File: config.mk
export PLATFORM = sky130hd
export DESIGN_NAME = stopwatch_ctrl
export DESIGN_NICKNAME = d
export VERILOG_FILES = /design/src/rtl/stopwatch_pkg.sv /design/src/rtl/stopwatch_ctrl_debounce.sv /design/src/rtl/stopwatch_ctrl.sv
export SDC_FILE = /design/constraint.sdc
export NUM_CORES = 1
export LEC_CHECK = 0
export ABC_AREA = 1
export CELL_PAD_IN_SITES_DETAIL_PLACEMENT = 1
export CELL_PAD_IN_SITES_GLOBAL_PLACEMENT = 1
export CORE_UTILIZATION = 40
export DETAILED_ROUTE_END_ITERATION = 8
export HOLD_SLACK_MARGIN = 0.08
export PLACE_DENSITY_LB_ADDON = 0.1
export SKIP_CTS_REPAIR_TIMING = 1
export SLEW_MARGIN = 20
export SYNTH_ARGS = -nofsm -noshare
export SYNTH_HDL_FRONTEND = slang
export SYNTH_SLANG_ARGS = --single-unit
File: constraint.sdc
create_clock -name clk -period 1.23 [get_ports clk]
set_clock_uncertainty 0.1 [all_clocks]
set_input_delay 0.246 -clock clk [delete_from_list [all_inputs] [get_ports clk]]
set_output_delay 0.246 -clock clk [all_outputs]
set_load 0.05 [all_outputs]
File: src/rtl/stopwatch_pkg.sv
//------------------------------------------------------------------------------
// stopwatch_pkg : state encoding and parameter defaults for the stopwatch
// Rev 1.0
//------------------------------------------------------------------------------
`default_nettype none

package stopwatch_pkg;

    typedef enum logic [2:0] {
        S_IDLE      = 3'd0,
        S_RUN       = 3'd1,
        S_PAUSE     = 3'd2,
        S_LAP_RUN   = 3'd3,
        S_LAP_PAUSE = 3'd4
    } state_t;

    localparam int DB_TICKS_DEFAULT    = 20;
    localparam int SYNC_STAGES_DEFAULT = 2;

endpackage

`default_nettype wire

File: src/rtl/stopwatch_ctrl_debounce.sv
//------------------------------------------------------------------------------
// btn_debounce : synchronizes one raw button, debounces it on tick edges and
//                emits a one-clk press pulse on each stable 0->1 transition
// Rev 1.0
//------------------------------------------------------------------------------
`default_nettype none

module btn_debounce
    import stopwatch_pkg::*;
#(
    parameter int DB_TICKS    = DB_TICKS_DEFAULT,
    parameter int SYNC_STAGES = SYNC_STAGES_DEFAULT
) (
    input  logic clk,
    input  logic rst,
    input  logic raw,
    input  logic tick_edge,
    output logic press,
    output logic stable
);

    localparam int CW = $clog2(DB_TICKS + 1);

    logic [SYNC_STAGES-1:0] sync_q;
    logic [CW-1:0]          cnt_q, cnt_d;
    logic                   stable_q, stable_d;
    logic                   press_q;

    always_comb begin
        stable_d = stable_q;
        cnt_d    = cnt_q;
        if (sync_q[SYNC_STAGES-1] == stable_q) begin
            cnt_d = '0;
        end else if (tick_edge) begin
            // Flip on the DB_TICKS-th tick edge seen with a differing level.
            if (cnt_q == CW'(DB_TICKS - 1)) begin
                stable_d = ~stable_q;
                cnt_d    = '0;
            end else begin
                cnt_d = cnt_q + CW'(1);
            end
        end
    end

    always_ff @(posedge clk or posedge rst) begin
        if (rst) begin
            sync_q   <= '0;
            cnt_q    <= '0;
            stable_q <= 1'b0;
            press_q  <= 1'b0;
        end else begin
            sync_q   <= {sync_q[SYNC_STAGES-2:0], raw};
            cnt_q    <= cnt_d;
            stable_q <= stable_d;
            press_q  <= stable_d & ~stable_q;
        end
    end

    assign press  = press_q;
    assign stable = stable_q;

endmodule

`default_nettype wire

File: src/rtl/stopwatch_ctrl.sv
//------------------------------------------------------------------------------
// stopwatch_ctrl : button/tick control FSM driving the BCD time counters
// Rev 1.0
//------------------------------------------------------------------------------
`default_nettype none

module stopwatch_ctrl
    import stopwatch_pkg::*;
#(
    parameter int DB_TICKS    = DB_TICKS_DEFAULT,
    parameter int SYNC_STAGES = SYNC_STAGES_DEFAULT
) (
    input  logic       clk,
    input  logic       rst,
    input  logic       tick_in,
    input  logic       btn_ss,
    input  logic       btn_lap,
    input  logic       btn_clr,
    output logic       cnt_tick,
    output logic       cnt_clr,
    output logic       disp_freeze,
    output logic       running,
    output logic [2:0] state
);

    logic [SYNC_STAGES-1:0] tick_sync_q;
    logic                   tick_prev_q;
    logic                   tick_edge;

    always_ff @(posedge clk or posedge rst) begin
        if (rst) begin
            tick_sync_q <= '0;
            tick_prev_q <= 1'b0;
        end else begin
            tick_sync_q <= {tick_sync_q[SYNC_STAGES-2:0], tick_in};
            tick_prev_q <= tick_sync_q[SYNC_STAGES-1];
        end
    end

    assign tick_edge = tick_sync_q[SYNC_STAGES-1] & ~tick_prev_q;

    logic       press_ss, press_lap, press_clr;
    logic [2:0] btn_stable_unused;

    btn_debounce #(.DB_TICKS(DB_TICKS), .SYNC_STAGES(SYNC_STAGES)) u_db_ss (
        .clk       (clk),
        .rst       (rst),
        .raw       (btn_ss),
        .tick_edge (tick_edge),
        .press     (press_ss),
        .stable    (btn_stable_unused[0])
    );

    btn_debounce #(.DB_TICKS(DB_TICKS), .SYNC_STAGES(SYNC_STAGES)) u_db_lap (
        .clk       (clk),
        .rst       (rst),
        .raw       (btn_lap),
        .tick_edge (tick_edge),
        .press     (press_lap),
        .stable    (btn_stable_unused[1])
    );

    btn_debounce #(.DB_TICKS(DB_TICKS), .SYNC_STAGES(SYNC_STAGES)) u_db_clr (
        .clk       (clk),
        .rst       (rst),
        .raw       (btn_clr),
        .tick_edge (tick_edge),
        .press     (press_clr),
        .stable    (btn_stable_unused[2])
    );

    // Only the highest-priority event survives, even if the state ignores it.
    logic ev_clr, ev_ss, ev_lap;
    assign ev_clr = press_clr;
    assign ev_ss  = press_ss & ~press_clr;
    assign ev_lap = press_lap & ~press_ss & ~press_clr;

    state_t state_q, state_d;
    logic   cnt_clr_q, cnt_clr_d;
    logic   cnt_tick_q, cnt_tick_d;
    logic   freeze_q, freeze_d;
    logic   running_q, running_d;

    always_comb begin
        state_d   = state_q;
        cnt_clr_d = 1'b0;
        case (state_q)
            S_IDLE: begin
                if (ev_clr)     cnt_clr_d = 1'b1;
                else if (ev_ss) state_d   = S_RUN;
            end
            S_RUN: begin
                if (ev_ss)       state_d = S_PAUSE;
                else if (ev_lap) state_d = S_LAP_RUN;
            end
            S_PAUSE: begin
                if (ev_clr) begin
                    state_d   = S_IDLE;
                    cnt_clr_d = 1'b1;
                end else if (ev_ss) begin
                    state_d = S_RUN;
                end
            end
            S_LAP_RUN: begin
                if (ev_ss)       state_d = S_LAP_PAUSE;
                else if (ev_lap) state_d = S_RUN;
            end
            S_LAP_PAUSE: begin
                if (ev_clr) begin
                    state_d   = S_IDLE;
                    cnt_clr_d = 1'b1;
                end else if (ev_ss) begin
                    state_d = S_LAP_RUN;
                end else if (ev_lap) begin
                    state_d = S_PAUSE;
                end
            end
            default: state_d = S_IDLE;
        endcase

        running_d  = (state_d == S_RUN) || (state_d == S_LAP_RUN);
        freeze_d   = (state_d == S_LAP_RUN) || (state_d == S_LAP_PAUSE);
        // Gate on the state held during the detect cycle, not the next one.
        cnt_tick_d = tick_edge && ((state_q == S_RUN) || (state_q == S_LAP_RUN))
                     && !cnt_clr_d;
    end

    always_ff @(posedge clk or posedge rst) begin
        if (rst) begin
            state_q    <= S_IDLE;
            cnt_clr_q  <= 1'b0;
            cnt_tick_q <= 1'b0;
            freeze_q   <= 1'b0;
            running_q  <= 1'b0;
        end else begin
            state_q    <= state_d;
            cnt_clr_q  <= cnt_clr_d;
            cnt_tick_q <= cnt_tick_d;
            freeze_q   <= freeze_d;
            running_q  <= running_d;
        end
    end

    assign cnt_tick    = cnt_tick_q;
    assign cnt_clr     = cnt_clr_q;
    assign disp_freeze = freeze_q;
    assign running     = running_q;
    assign state       = state_q;

endmodule

`default_nettype wire
==> results.py <==
metrics = {
    "cts": {
        "clk_latency_ps": 290,
        "cts_root_buf": "clkbuf_8",
        "cts-htree-levels": 2,
        "numCtsBuffers": 5,
        "cts_buffer_depth": 2,
        "clk_pin_slew_ps": 70,
        "clock-sinks": 37,
        "cts_tree": "yes",
    },
    "layout": {
        "utilization_pct": 61.7,
        "antenna_cells": 0,
        "layout-drive-gt1-share_pct": 38.8,
        "nets": 217,
        "fillers": 400,
        "area_growth_syn_to_layout_pct": 43.2,
        "final_area_mm2": 0.00233,
    },
    "synthesis": {
        "synth-main-ff-cell": "dfrtp_1",
        "yosysSeqAreaShare_pct": 56.9,
        "yosysTopAreaCellShare_pct": 56.9,
        "synth_area_leader_cell": "dfrtp_1",
        "syn_nets": 177,
        "synth.avg_cell_area_um2": 9.68,
        "ys_warn_count": 0,
        "synth_area_mm2": 0.00163,
        "netlist_instances": 168,
        "synth_area_leaders": "dfrtp_1 57%, nand3_1 7.1%, nand2_1 5.5%",
        "post_synth_num_cell_types": 20,
        "synth_common_cells": "37 x dfrtp_1, 24 x nand2_1, 23 x nand3_1",
        "yosysMostFrequentCell": "dfrtp_1",
        "ys_seq_elements": 37,
        "ys_async_sr_fraction_pct": 100,
        "synth-edff-count": 0,
    },
    "setup_path": {
        "startpoint_type": "register",
        "path_common_cell": "a21oi_1",
        "crit_fanout": 4,
        "crit_slowest_cell": "dfrtp_1",
        "critPathRequiredTime_ps": 1290,
        "slowest_delay_ps": 410,
        "crit_arrival_ps": 1430,
        "criticalPathCategory": "register to register",
        "cp-end-kind": "register",
        "crit_chain": "xor2_2, nand2_2, a21oi_1, a21oi_1",
    },
    "pwr": {
        "p_leak_nw": 1.07,
        "p_comb_share_pct": 8.4,
        "seq_power_share_pct": 55.9,
        "netSwitchingFraction_pct": 24.1,
        "finalPower_w": 0.00227,
        "power_frac_clock_pct": 35.7,
        "powerDensity_mw_per_mm2": 974,
        "p_switching_w": 0.000546,
        "intPower_w": 0.00172,
        "irDropWorstVdd_v": 0.000602,
    },
    "outcome": {
        "violations": "setup timing",
        "status": "finished, violations left",
    },
    "detailed_routing": {
        "drt-total-wl_um": 3980,
        "ant_nets": 0,
        "wl_per_cell_um": 15.5,
        "drt-vias-per-instance": 5.13,
        "vias": 1318,
        "drtPass1Iterations": 4,
        "drtIter0Drc": 87,
        "drc": 0,
    },
    "sta": {
        "post-route-period-util_pct": 111,
        "setup_viol": 9,
        "period_needed_ps": 1370,
        "rsz0062_at_grt": "yes",
        "hold_viol": 0,
        "worst_slew_margin_rel_pct": 79.0,
        "setup_ws_ps": -140,
        "worst_pin_slew_ps": 314,
        "slew_viol_final": 0,
        "timing.fmax_mhz": 730,
        "timing.hold.ws_ps": 121,
    },
    "global_routing": {
        "antenna_found_initial": 0,
        "grt_overflow_total": 0,
        "track_usage_pct": 19.5,
        "grt_max_degree": 23,
        "grt_pass1_wl_um": 6180,
        "grt_pass1_vias": 1390,
    },
    "die": {
        "dieWidth_um": 65.8,
        "io_pins": 13,
        "core_mm2": 0.00377,
        "die_h_um": 65.8,
        "die-area_mm2": 0.00433,
        "num_rows": 22,
        "start_util_pct": 43.1,
    },
    "flow_run": {
        "drv_cap": 0,
    },
    "placed_design": {
        "place_area_mm2": 0.00205,
        "dp_hpwl_um": 2840,
        "dp_slack_ps": -82.0,
        "port_buffers": 12,
        "gp_congestion": 0.860,
    },
    "min_path": {
        "hold_class": "input pin to async pin",
    },
}
power by group through the flow:
stage / Combinational, W / Sequential [W] / Clock, W
after CTS: 0.000161 / 0.00126 / 0.000832
final: 0.000190 / 0.00127 / 0.000809
after detailed placement: 0.000160 / 0.00129 / 0
after global placement: 0.000154 / 0.00128 / 0
after global routing: 0.000212 / 0.00127 / 0.000889
after floorplan: 0.0000737 / 0.00128 / 0
flip-flops by register name, summed over array words and instances (netlist names), 2 cells and up:
register / cells
u_db_ss.sync_q: 2
u_db_lap.cnt_q: 5
u_db_clr.sync_q: 2
tick_sync_q: 2
u_db_ss.cnt_q: 5
u_db_lap.sync_q: 2
u_db_clr.cnt_q: 5
state: 3
path summary, 6_finish.rpt:
check                                    from  depth (start not counted)  slack (ps)                  to
max in group asynchronous                 rst                          3         540    u_db_ss.cnt_q[0]
min reg2reg                u_db_lap.sync_q[0]                          0         250  u_db_lap.sync_q[1]
max reg2reg                   u_db_clr.stable                          4        -140   u_db_clr.cnt_q[2]
min                                       rst                          2         120             running
max                           u_db_clr.stable                          4        -140   u_db_clr.cnt_q[2]
min in group clk           u_db_lap.sync_q[0]                          0         250  u_db_lap.sync_q[1]
cells in the final DEF (no fill, tap or decap), drive strengths merged:
master         synthesis  final
nand2                 26     26
a21oi                  8      8
clkinvlp               0      1
clkinv                 0      2
o22ai                  6      6
xor2                   9      9
o211ai                 1      1
buf                    0     28
ha                     3      3
inv                   23     22
nand3                 25     25
clkdlybuf4s50          0      5
nor2                  16     16
nor3                   3      3
dfrtp                 37     37
nand4                  3      3
clkbuf                 0      6
o21ai                  8      8
routing by layer:
layer | wire, um | up-vias | global-route usage (%)
met1 | 1810 | 655 | 24.7
met3 | 124 | 9 | 4.83
li1 | - | 632 | -
met4 | 87 | 0 | 9.51
met5 | 0 | - | 0
met2 | 1950 | 22 | 30.7
area by class of cell:
type,count,area [um^2],area share (%)
clock buffers,6,72.6,3.12
clock inverters,2,10.0,0.430
inverters,23,92.6,3.98
multi-input cells,108,783,33.6
flip-flops and latches,37,931,40.0
well taps,48,60.1,2.58
repair buffers,33,379,16.3
through the flow:
stage,setup TNS [ps],std cells
detailed placement,-438,248
global route,-1600,257
floorplan,-19.7,168
global placement,-38.9,248
finish,-550,257
CTS,-1010,256
worst max-delay path, delay by kind of cell, from the launching register on:
family	cells	cell delay (ps)
flip-flops	1	410
AO/OA/AOI/OAI	2	260
AND/OR/NAND/NOR	1	150
XOR/XNOR	1	320
logic make-up (layout without fill, tap and decap cells):
kind of cell / count (synthesis) / after routing / synth area share, %
and+or+nand+nor: 73 / 73 / 21.5
buffers and inverters: 23 / 64 / 5.31
DFF: 37 / 37 / 56.9
adders and majority gates: 3 / 3 / 2.31
xor gates and xnor gates: 9 / 9 / 6.23
AOI/OAI and AO/OA: 23 / 23 / 7.69
Power figures use the tool's default switching activity.
==> edit (config.mk and constraints unchanged) <==
The package constant `SYNC_STAGES_DEFAULT` goes from 2 to 4.
--- a/src/rtl/stopwatch_pkg.sv
+++ b/src/rtl/stopwatch_pkg.sv
@@ -16,5 +16,5 @@
 
     localparam int DB_TICKS_DEFAULT    = 20;
-    localparam int SYNC_STAGES_DEFAULT = 2;
+    localparam int SYNC_STAGES_DEFAULT = 4;
 
 endpackage
Function: same outputs for any inputs over 10 cycles, from zero or initial values and one cycle with rst high; that may be too few to reach the edited logic, so the function may still have changed.
==> edit against the unedited design <==
The flow still finishes with violations (negative setup slack). Design area is 11% higher. Count of clock-buffer cells in the layout up 2. Clock power rose by 9.0%. Via count grew 8.4%. Die area grew 13%. Total power is 17% higher. Sequential cell count grew 8. Worst hold slack improved by 0.015 ns. Setup slack improved by 0.0057 ns. Routed wire length is 7.0% higher. Largest power group unchanged. Synthesized area grew 13%.
==> edit: results (changes against the unedited design) <==
Status - finished, violations left
Failing checks - negative setup slack
Post-Synth XOR/XNOR Area - 0.04542 (-0.01688)
Largest cells by area after synthesis - dfrtp_1 (61%), nand2_1 (6.1%), nand3_1 (5.7%), inv_1 (4.9%), nor2_1 (3.5%)
Vias in the first global route - 1,533 (+10%)
Synth Area in Adders - 0.02034 (-0.002738)
VDD IR max - 0.7715 mV (+28%)
# fillers - 480 (+20%)
Vias per inst - 5.067 (-1.2%)
Compound-Gate Fraction of Synth Area - 0.07186 (-0.005059)
Iteration-0 DRC Markers - 42 (-52%)
Setup slack, reg-to-reg - -0.08 ns (+0.06 ns)
CP peak stage delay - 0.46 ns (+0.05 ns)
P_leak - 1.199 nW (+12%)
Total vias in the final route - 1,429 (+8.4%)
WL per Instance - 15.09 um (-2.5%)
# setup viols final - 10 (+1)
Total track usage - 0.1868 (-0.007686)
Seq/Total Area, Yosys - 0.6102 (+0.04094)
Syn nets - 195 (+10%)
Worst-path fanout max - 5 (+1)
Ant diodes - 0 (unchanged)
TNS Setup - -0.6734 ns (-0.1233 ns)
Final worst setup slack - -0.1346 ns (+0.005673 ns)
CP max stage cell - dfrtp_2
Placed Instances - 270 (+8.9%)
Largest net degree at the start of global routing - 21 (-8.7%)
Slew @ Worst Pin - 0.3113 ns (-0.002761 ns)
Yosys top cell area share - 0.6102 (+0.04094)
Routability cong. - 0.8361 (-2.8%)
Post-synthesis cell count - 186 (+11%)
Final net count - 238 (+9.7%)
Data arrival, critical path - 1.02 ns (-0.41 ns)
First-pass GRT wire length - 7.120 mm (+15%)
Hpwl dp - 3.066 mm (+8.1%)
TritonRoute pass-1 iters - 4 (unchanged)
Post-synth cell types - 19 (-5.0%)
Hold crit path type - in -> async
Layout cells sized above 1 - 0.3826 (-0.004951)
Commonest cells in the netlist - dfrtp_1 (45), nand2_1 (30), inv_1 (24)
edit: cell types whose count changed after synthesis, moves of 2 or more:
cell / before / now
dfrtp_1: 37 / 45
inv_1: 22 / 24
nand2_1: 24 / 30
nand3_1: 23 / 21
nand3_2: 2 / 0
nand3b_2: 0 / 2
nor2_1: 14 / 17
nor3_1: 3 / 5
o21ai_0: 6 / 10
o22ai_1: 6 / 4
xor2_1: 6 / 4
edit: final timing paths:
check / from / to / cells past startpoint
min: rst / u_db_clr.cnt_q[4] / 2
max reg2reg: u_db_ss.sync_q[3] / u_db_ss.cnt_q[4] / 6
min in group clk: tick_sync_q[2] / tick_sync_q[3] / 0
max in group asynchronous: rst / u_db_lap.sync_q[3] / 3
max: state[0] / state[0] / 2
min reg2reg: tick_sync_q[2] / tick_sync_q[3] / 0
edit: cell type report:
cell class	count	area, um2	share of cell area
Sequential cell	45	1132	0.4385
Multi-Input combinational cell	116	794.5	0.3077
Timing Repair Buffer	36	410.4	0.1589
Inverter	25	100.1	0.03876
Clock buffer	8	80.08	0.03101
Tap cell	52	65.06	0.02519
edit: layer usage:
metal  GRT usage  routed length (um)  vias up
li1            -                   -      690
met1      0.2233                1754      710
met2      0.3333                2333       23
met3     0.05195                 121        6
met4     0.04222                  46        0
met5           0                   0        -
edit: cell families after synthesis:
group,count (synthesis)
compound gates,25
xor+xnor,7
fa+ha+maj,3
buf+inv,25
flops,45
simple gates,81
edit: per-stage QoR:
stage          instance area [um2]  setup WS, ns  power (mW)  hold slack [ns]
2_1_floorplan                 1853      -0.06456       1.657           0.1565
3_3_place_gp                  2283      -0.01966       1.743           0.2313
3_5_place_dp                  2283       -0.1167       1.758           0.2363
4_1_cts                       2364       -0.1578       2.638           0.1362
5_1_grt                       2582       -0.1797       2.782           0.1351
6_report                      2582       -0.1346       2.653           0.1352
edit: power by group:
| part | switching, mW | internal, mW | total [mW] |
|---|---|---|---|
| Clock | 0.478 | 0.405 | 0.882 |
| Sequential | 0.0307 | 1.52 | 1.55 |
| Combinational | 0.119 | 0.0982 | 0.218 |
